`config.mk`:
```
export PLATFORM = sky130hd
export DESIGN_NAME = cache_fill_fsm
export DESIGN_NICKNAME = d
export VERILOG_FILES = /design/src/rtl/cache_pkg.sv /design/src/rtl/cache_fill_counter.sv /design/src/rtl/cache_fill_fsm.sv
export SDC_FILE = /design/constraint.sdc
export NUM_CORES = 1
export LEC_CHECK = 0
export BUFFER_PORTS_ARGS = -buffer_cell sky130_fd_sc_hd__buf_4
export CORE_ASPECT_RATIO = 1.25
export CORE_MARGIN = 10
export CORE_UTILIZATION = 45
export DETAILED_ROUTE_END_ITERATION = 7
export GPL_TIMING_DRIVEN = 0
export PLACE_DENSITY = 0.75
export SYNTH_ARGS = -nofsm -noshare
export SYNTH_HDL_FRONTEND = slang
export SYNTH_HIERARCHICAL = 1
export SYNTH_SLANG_ARGS = --single-unit
```
`constraint.sdc`:
```
create_clock -name clk -period 1.8 [get_ports clk]
set_input_delay 0 -clock clk [delete_from_list [all_inputs] [get_ports clk]]
set_output_delay 0 -clock clk [all_outputs]
set_load 0.1 [all_outputs]
```
`src/rtl/cache_pkg.sv`:
```
// cache_pkg: shared state type and block geometry for the cache fill engine
package cache_pkg;
    typedef enum logic [1:0] {IDLE, ISSUE, DRAIN} state_t;
    localparam int WORDS_PER_BLOCK = 8;
    localparam int OFFSET_W = 4;
    localparam int WORD_BYTES = 2;
endpackage

```
`src/rtl/cache_fill_counter.sv`:
```
// cache_fill_counter: 4-bit word counter that stops at the block size
module cache_fill_counter
    import cache_pkg::*;
#(
    parameter int LIMIT = WORDS_PER_BLOCK
) (
    input  logic       clk,
    input  logic       rst,
    input  logic       clear,
    input  logic       increment,
    output logic [3:0] count,
    output logic       done
);
    // count up to LIMIT and hold there; clear takes priority over increment
    always_ff @(posedge clk or negedge rst) begin
        if (!rst) count <= '0;
        else if (clear) count <= '0;
        else if (increment && !done) count <= count + 4'd1;
    end
    assign done = count == 4'(LIMIT);
endmodule

```
`src/rtl/cache_fill_fsm.sv`:
```
// cache_fill_fsm: fetches a missing cache block word by word and writes it into the arrays
module cache_fill_fsm
    import cache_pkg::*;
#(
    parameter int WORDS_PER_BLOCK = cache_pkg::WORDS_PER_BLOCK,
    parameter int ADDR_W = 16
) (
    input  logic              clk,
    input  logic              rst,
    input  logic              miss_detected,
    input  logic [ADDR_W-1:0] miss_address,
    input  logic              memory_data_valid,
    output logic              fsm_busy,
    output logic              write_data_array,
    output logic              write_tag_array,
    output logic [ADDR_W-1:0] memory_address,
    output logic              mem_req_en,
    output logic [ADDR_W-1:0] mem_req_addr
);
    localparam logic [3:0] LAST = 4'(WORDS_PER_BLOCK - 1);
    state_t state;
    logic [ADDR_W-1:0] base;
    logic [3:0] issue_cnt, recv_cnt;
    logic issue_done, recv_done;
    assign mem_req_en       = state == ISSUE && !issue_done;
    assign mem_req_addr     = mem_req_en ? base + ADDR_W'(issue_cnt) * ADDR_W'(WORD_BYTES) : '0;
    assign write_data_array = state != IDLE && memory_data_valid && !recv_done;
    assign memory_address   = write_data_array ? base + ADDR_W'(recv_cnt) * ADDR_W'(WORD_BYTES) : '0;
    assign write_tag_array  = write_data_array && recv_cnt == LAST;
    cache_fill_counter #(.LIMIT(WORDS_PER_BLOCK)) issue_counter (
        .clk(clk), .rst(rst), .clear(state == IDLE), .increment(mem_req_en),
        .count(issue_cnt), .done(issue_done)
    );
    cache_fill_counter #(.LIMIT(WORDS_PER_BLOCK)) recv_counter (
        .clk(clk), .rst(rst), .clear(state == IDLE), .increment(write_data_array),
        .count(recv_cnt), .done(recv_done)
    );
    // state, busy flag and block base advance together; the final word write ends the fill
    always_ff @(posedge clk or negedge rst) begin
        if (!rst) begin
            state <= IDLE;
            fsm_busy <= 1'b0;
            base <= '0;
        end else if (state == IDLE) begin
            if (miss_detected) begin
                state <= ISSUE;
                fsm_busy <= 1'b1;
                base <= miss_address & ~ADDR_W'((1 << OFFSET_W) - 1);
            end
        end else if (write_tag_array) begin
            state <= IDLE;
            fsm_busy <= 1'b0;
        end else if (state == ISSUE && issue_cnt == LAST) begin
            state <= DRAIN;
        end
    end
endmodule

```
==> impl_metrics.ini, run 1 <==
[outcome]
status = aborted with a tool error
haltStage = global routing
tool.error = [ERROR DPL-0038] Utilization greater than 100%, impossible to legalize

[clock_network]
htree_levels = 1
cts.sinks = 23
cts_buffers = 3
cts.path.max_buffers = 2
cts_root_buf = clkbuf_8

[global_routing]
grt_max_degree = 24

[synth]
ys_seq_area_share_pct = 34.6
ys_ff_latch = 23
async_flop_share_pct = 100
syn-cell-area_sq_mm = 0.00166
synth-edff-count = 0
ys_warn_count = 6
synth_area_per_cell_sq_um = 9.08
synth.area.top_cells = dfrtp_1, mux2_2, ha_1
synth_largest_area_cell = dfrtp_1
synth_top_cell_area_share_pct = 34.6
synthFlopType = dfrtp_1
yosysUniqueCellTypes = 34
netlist_instances = 183

[placed_design]
place_inst = 272
pre_cts_ws_ns = -0.346
dp_hpwl_um = 3310
portBuffers = 49
place.gp.congestion = 0.827

[die]
row_count = 24
start_util_pct = 47.3
die_h_um = 87.9
ios = 56
die_w_um = 74.4

[sta]
worst_endpoint_kind = sequential cell input
grt-worst-endpoint = issue_counter/count[2]$_DFFE_PN0P_/D
stage by stage:
stage	cell area [sq um]	util, %
2_1_floorplan	1800	-
3_3_place_gp	2220	63.1
3_5_place_dp	2220	63.1
4_1_cts	3070	87.3
kinds of logic after synthesis:
group,count (synthesis),synth area share [%]
adders and majority gates,8,6.02
muxes,16,11.1
AOI/OAI and AO/OA,36,12.3
buffers and inverters,18,5.72
xor gates and xnor gates,8,4.22
and+or+nand+nor,73,25.8
DFF,23,34.6
other,1,0.226
synthesized netlist by cell type (2+ instances only):
master	number
inv_1	9
buf_4	5
xor2_1	5
or4_1	6
o31ai_1	6
mux2_4	2
o21a_1	2
or3_1	9
nor2_1	14
or3b_1	2
nand4b_1	2
mux2i_1	2
xnor2_1	3
nand3_1	3
nand4_1	4
a21oi_1	16
nand2b_1	4
o21ai_0	11
ha_1	8
dfrtp_1	23
and3_1	5
clkbuf_1	2
mux2_2	12
nand2_1	12
and2_1	7
timing repair:
item,in CTS
hold buffers,14
buffers inserted,22
hold endpoints to repair,37
cloned,3
endpoints found under the setup margin,51
pin swaps,20
gates resized for setup,104
==> inputs of run 2 (changes only) <==
--- a/config.mk
+++ b/config.mk
@@ -6,12 +6,11 @@
 export NUM_CORES = 1
 export LEC_CHECK = 0
 export BUFFER_PORTS_ARGS = -buffer_cell sky130_fd_sc_hd__buf_4
-export CORE_ASPECT_RATIO = 1.25
 export CORE_MARGIN = 10
-export CORE_UTILIZATION = 45
+export CORE_UTILIZATION = 40
 export DETAILED_ROUTE_END_ITERATION = 7
 export GPL_TIMING_DRIVEN = 0
-export PLACE_DENSITY = 0.75
+export PLACE_DENSITY_LB_ADDON = 0.15
 export SYNTH_ARGS = -nofsm -noshare
 export SYNTH_HDL_FRONTEND = slang
 export SYNTH_HIERARCHICAL = 1
==> constraint.sdc (replaced) <==
create_clock -name clk -period 2.3 [get_ports clk]
set_input_delay 0 -clock clk [delete_from_list [all_inputs] [get_ports clk]]
set_output_delay 0 -clock clk [all_outputs]
set_load 0.1 [all_outputs]
==> run 2 against run 1 <==
- synthesized area unchanged
- the flow now finishes without violations
- synthesized cell count is the same
==> impl_metrics.ini, run 2 <==
[outcome]
status = finished, final reports clean

[route]
drc_errors = 0
wl_um = 4420
routedWlPerCell_um = 14.6
via_per_inst = 5.15
drtIter0Drc = 56
dr.pass1.iters = 4
vias = 1554
postRouteAntennaNets = 0

[synth]
yosysUniqueCellTypes = 34
synthFlopType = dfrtp_1
synth_area_per_cell_sq_um = 9.08
synth_top_cell_area_share_pct = 34.6
synth.area.top_cells = dfrtp_1, mux2_2, ha_1
syn-cell-area_sq_mm = 0.00166
ys_ff_latch = 23
synth_most_common_cell = dfrtp_1
ys_seq_area_share_pct = 34.6
netlist_instances = 183
synth-edff-count = 0
synthTopCellsByCount = dfrtp_1, a21oi_1, nor2_1
ys_warn_count = 6
async_flop_share_pct = 100
synth_largest_area_cell = dfrtp_1

[global_routing]
grt-ovfl-total = 0
gr-usage-met3_pct = 2.90
grt_use_total_pct = 12.4
grt_pass1_vias = 1541
grt.busiest_layer = met2
met1_usage_pct = 15.3
grt_first_pass_wirelength_um = 7510
antenna_found_initial = 0
grt_max_degree = 24
grt_use_met2_pct = 20.7

[finish]
area.growth.synth_to_final_pct = 45.6
multi_input_area_sq_mm = 0.00106
layout.nets = 281
n_antenna_cell = 0
layout.cells.most_common = buf_4
fin_util_pct = 60.5
num-fill-cells = 361
drive_above_1_share_pct = 40.9
regMostFlops = base
regArea_sq_um = 579
reg.largest.list = base: 12 flops, issue_counter/count: 4 flops, recv_counter/count: 4 flops
layout_common_cells = buf_4, dfrtp_1, dlygate4sd3_1
largest_register_ffs = 12

[worst_setup_path]
crit_buf_inv = 1
crit_chain = ha_1 -> ha_1 -> nand3_2 -> or4_1 -> a21oi_2 -> buf_8
arrival_ns = 2.22
end_kind = output pin
critical_path_class = reg -> out
crit_path_max_incr_delay_ns = 0.55
crit_fanout = 7
crit_top_cell = ha_1
cp.required_ns = 2.30
start_kind = register
crit_family = simple AND/OR/NAND/NOR gates
worst_path_max_delay_cell = or4_1

[clock_network]
clkTransAtPathRegs_ns = 0.09
cts_root_buf = clkbuf_8
cts.path.max_buffers = 2
cts.sinks = 23
cts_tree = built
cts_buffers = 3
worstSkewPairLatency_ns = 0.27
htree_levels = 1

[placed_design]
portBuffers = 49
place.gp.congestion = 0.745
dp_hpwl_um = 3310

[die]
core_area_sq_mm = 0.00400
ios = 56
row_count = 23
dieArea_sq_mm = 0.00713
start_util_pct = 41.5
die_h_um = 84.5
die_w_um = 84.5

[sta]
fmax_ghz = 0.451
rsz0062_at_grt = true
fin_crit_sh_pct = 96.4
setup_violations = 0
skew_ns = 0.00314
hold-worst-slack_ns = 0.162
hold_viol = 0
fin_crit_ns = 2.22
slew_viol_final = 0

[job]
max_cap_violations = 0

[min_path]
hp-class = in -> async
==> run 2: final cells by class <==
class / instances / share of cell area, %
well taps: 50 / 2.59
multi-input cells: 143 / 43.8
flip-flops and latches: 23 / 23.9
clock buffers: 4 / 1.86
repair buffers: 64 / 23.0
plain buffers: 9 / 3.10
inverters: 9 / 1.71
==> run 2: what timing repair did <==
action / CTS / global route
hold buffers: 14 / 0
endpoints found under the setup margin: 0 / 21
hold endpoints to repair: 37 / 0
setup buffers: 0 / 1
resized for setup: 0 / 16
==> run 2: path summary, 6_finish.rpt <==
path,cells after the start,from,end,slack (ns)
worst max-delay path,6,recv_counter/count[3],memory_address[14],0.08
worst min-delay path,2,rst,issue_counter/count[1],0.16
worst max register to register,10,issue_counter/count[1],issue_counter/count[2],0.18
worst min register to register,2,fsm_busy,fsm_busy,0.55
max in group asynchronous,2,rst,recv_counter/count[0],1.89
min in group clk,4,memory_data_valid,state[1],0.32
==> run 2: logic make-up (layout without fill, tap and decap cells) <==
| family | count (synthesis) | in the layout | share of synthesized area [%] |
|---|---|---|---|
| xor gates and xnor gates | 8 | 8 | 4.22 |
| DFF | 23 | 23 | 34.6 |
| other | 1 | 2 | 0.226 |
| muxes | 16 | 16 | 11.1 |
| and+or+nand+nor | 73 | 73 | 25.8 |
| buffers and inverters | 18 | 86 | 5.72 |
| AOI/OAI and AO/OA | 36 | 36 | 12.3 |
| adders and majority gates | 8 | 8 | 6.02 |
==> run 2: through the flow <==
stage | area (sq um) | worst slack [ns] | TNS [ns] | std cells
2_1_floorplan | 1740 | -0.426 | -4.21 | 184
3_3_place_gp | 2170 | 0.135 | 0 | 283
3_5_place_dp | 2170 | 0.0814 | 0 | 283
4_1_cts | 2360 | 0.0252 | 0 | 301
5_1_grt | 2420 | -0.00356 | -0.00356 | 302
6_report | 2420 | 0.0829 | 0 | 302
==> run 2: per-layer routing <==
layer  up-vias  wire length (um)
li1        793                 -
met2        32              2130
met4         0                48
met3         5               222
met5         -                 0
met1       724              2020
Power of run 2 is not shown: default switching activity piles up to over one toggle a cycle in this logic, so the estimate is an artifact.
==> inputs of run 3 (changes only) <==
--- a/config.mk
+++ b/config.mk
@@ -11,6 +11,7 @@
 export DETAILED_ROUTE_END_ITERATION = 7
 export GPL_TIMING_DRIVEN = 0
 export PLACE_DENSITY_LB_ADDON = 0.15
+export RECOVER_POWER = 50
 export SYNTH_ARGS = -nofsm -noshare
 export SYNTH_HDL_FRONTEND = slang
 export SYNTH_HIERARCHICAL = 1
==> run 3 against run 2 <==
- maximum frequency is 0.23% higher
- critical path depth stayed put
- clock-buffer cell count stayed put
- wire length is 0.43% higher
- final cell count stayed put
- via count hardly changed
- highest routed layer unchanged
==> impl_metrics.ini, run 3 (synthesized netlist as in run 2, its figures left out) <==
[route]
dr.pass1.iters = 4
vias = 1553
drtIter0Drc = 64
drc_errors = 0
routedWlPerCell_um = 14.7
via_per_inst = 5.14
postRouteAntennaNets = 0
wl_um = 4440

[worst_setup_path]
cp.required_ns = 2.30
startpoint = recv_counter/count[3]
r2r_cells = 10
crit_path_max_incr_delay_ns = 0.55
r2r_start = issue_counter/count[1]
critical_path_class = reg -> out
crit_chain = ha_1 -> ha_1 -> nand3_2 -> or4_1 -> a21oi_2 -> buf_8
crit_family = simple AND/OR/NAND/NOR gates
arrival_ns = 2.21
crit_buf_inv = 1
crit_fanout = 7
cp.depth = 6
crit_top_cell = ha_1
worst_path_max_delay_cell = or4_1
end_kind = output pin
cp-endpoint = memory_address[14]
start_kind = register
r2r-end = issue_counter/count[2]
r2r_slack_ns = 0.17

[die]
ios = 56
die_w_um = 84.5
start_util_pct = 41.5
row_count = 23
die_h_um = 84.5
dieArea_sq_mm = 0.00713
core_area_sq_mm = 0.00400

[clock_network]
cts.sinks = 23
cts_buffers = 3
clkTransAtPathRegs_ns = 0.09
cts_tree = built
htree_levels = 1
cts.path.max_buffers = 2
worstSkewPairLatency_ns = 0.27
cts_root_buf = clkbuf_8

[global_routing]
grt-ovfl-total = 0
met1_usage_pct = 15.3
gr-usage-met3_pct = 2.90
grt_pass1_vias = 1541
grt_first_pass_wirelength_um = 7510
grt_use_total_pct = 12.4
grt.busiest_layer = met2
antenna_found_initial = 0
grt_max_degree = 24
grt_use_met2_pct = 20.7

[sta]
slew_headroom_pct = 12.4
fin_crit_ns = 2.21
rsz0062_at_grt = true
worstMarginPinSlew_ns = 1.31
hold-worst-slack_ns = 0.318
fmax_ghz = 0.452
fin_crit_sh_pct = 96.2
slew_viol_final = 0
hold_viol = 0
skew_ns = 0.00440
setup_violations = 0

[placed_design]
portBuffers = 49
dp_hpwl_um = 3310
place.gp.congestion = 0.745

[finish]
layout.cells.most_common = buf_4
reg.largest.list = base: 12 flops, issue_counter/count: 4 flops, recv_counter/count: 4 flops
num-fill-cells = 370
layout_common_cells = buf_4, dfrtp_1, dlygate4sd3_1
drive_above_1_share_pct = 39.7
layout.nets = 281
multi_input_area_sq_mm = 0.00105
largest_register_ffs = 12
n_antenna_cell = 0
area.growth.synth_to_final_pct = 43.4
regMostFlops = base
regArea_sq_um = 579

[outcome]
status = finished, final reports clean

[job]
max_cap_violations = 0

[min_path]
hp-class = in -> reg
[run 3: cell types whose count changed in the layout (fill, tap and decap cells not counted), sizes merged]
cell / delta
buf: -8
clkbuf: +8
[run 3: what timing repair did]
item | 4_1_cts | 5_1_grt
setup endpoints to repair | 0 | 21
setup buffers | 0 | 1
hold buffers | 14 | 0
resized for setup | 0 | 16
hold endpoints to repair | 37 | 0
[run 3: cell type report]
type                    count  area share [%]
multi-input cells         143            44.0
flip-flops and latches     23            24.3
repair buffers             64            22.5
plain buffers               9            2.89
well taps                  50            2.63
clock buffers               4            1.89
inverters                   9            1.73
[run 3: how the worst min path moves through the flow]
stage,from,endpoint,slack [ns],cells past startpoint
6_report,memory_data_valid,state[1],0.32,4
5_1_grt,memory_data_valid,state[1],0.33,4
4_1_cts,rst,issue_counter/count[0],0.16,2
3_5_place_dp,rst,issue_counter/count[0],-0.08,1
3_3_place_gp,rst,issue_counter/count[1],-0.08,1
2_1_floorplan,rst,base[10],-0.30,0
[run 3: worst min-delay path: cells and delay by family]
kind | cells | cell delay, ns
AND/OR/NAND/NOR | 2 | 0.29
buffers and inverters | 1 | 0.10
AO/OA/AOI/OAI | 1 | 0.16
[run 3: routing by layer]
metal	vias up	part of all wire, %
met5	-	0
met3	5	5.3
met4	0	1.1
li1	792	-
met1	722	45
met2	34	48
[run 3: through the flow]
step                setup slack [ns]   TNS, ns  area [sq um]  std cells  util (%)
detailed placement            0.0814         0          2170        283      54.3
finish                        0.0880         0          2380        302      59.6
CTS                           0.0252         0          2360        301      58.9
floorplan                     -0.426     -4.21          1740        184         -
global placement               0.135         0          2170        283      54.3
global route                -0.00356  -0.00356          2380        302      59.6
Power of run 3 is left out for the same reason.
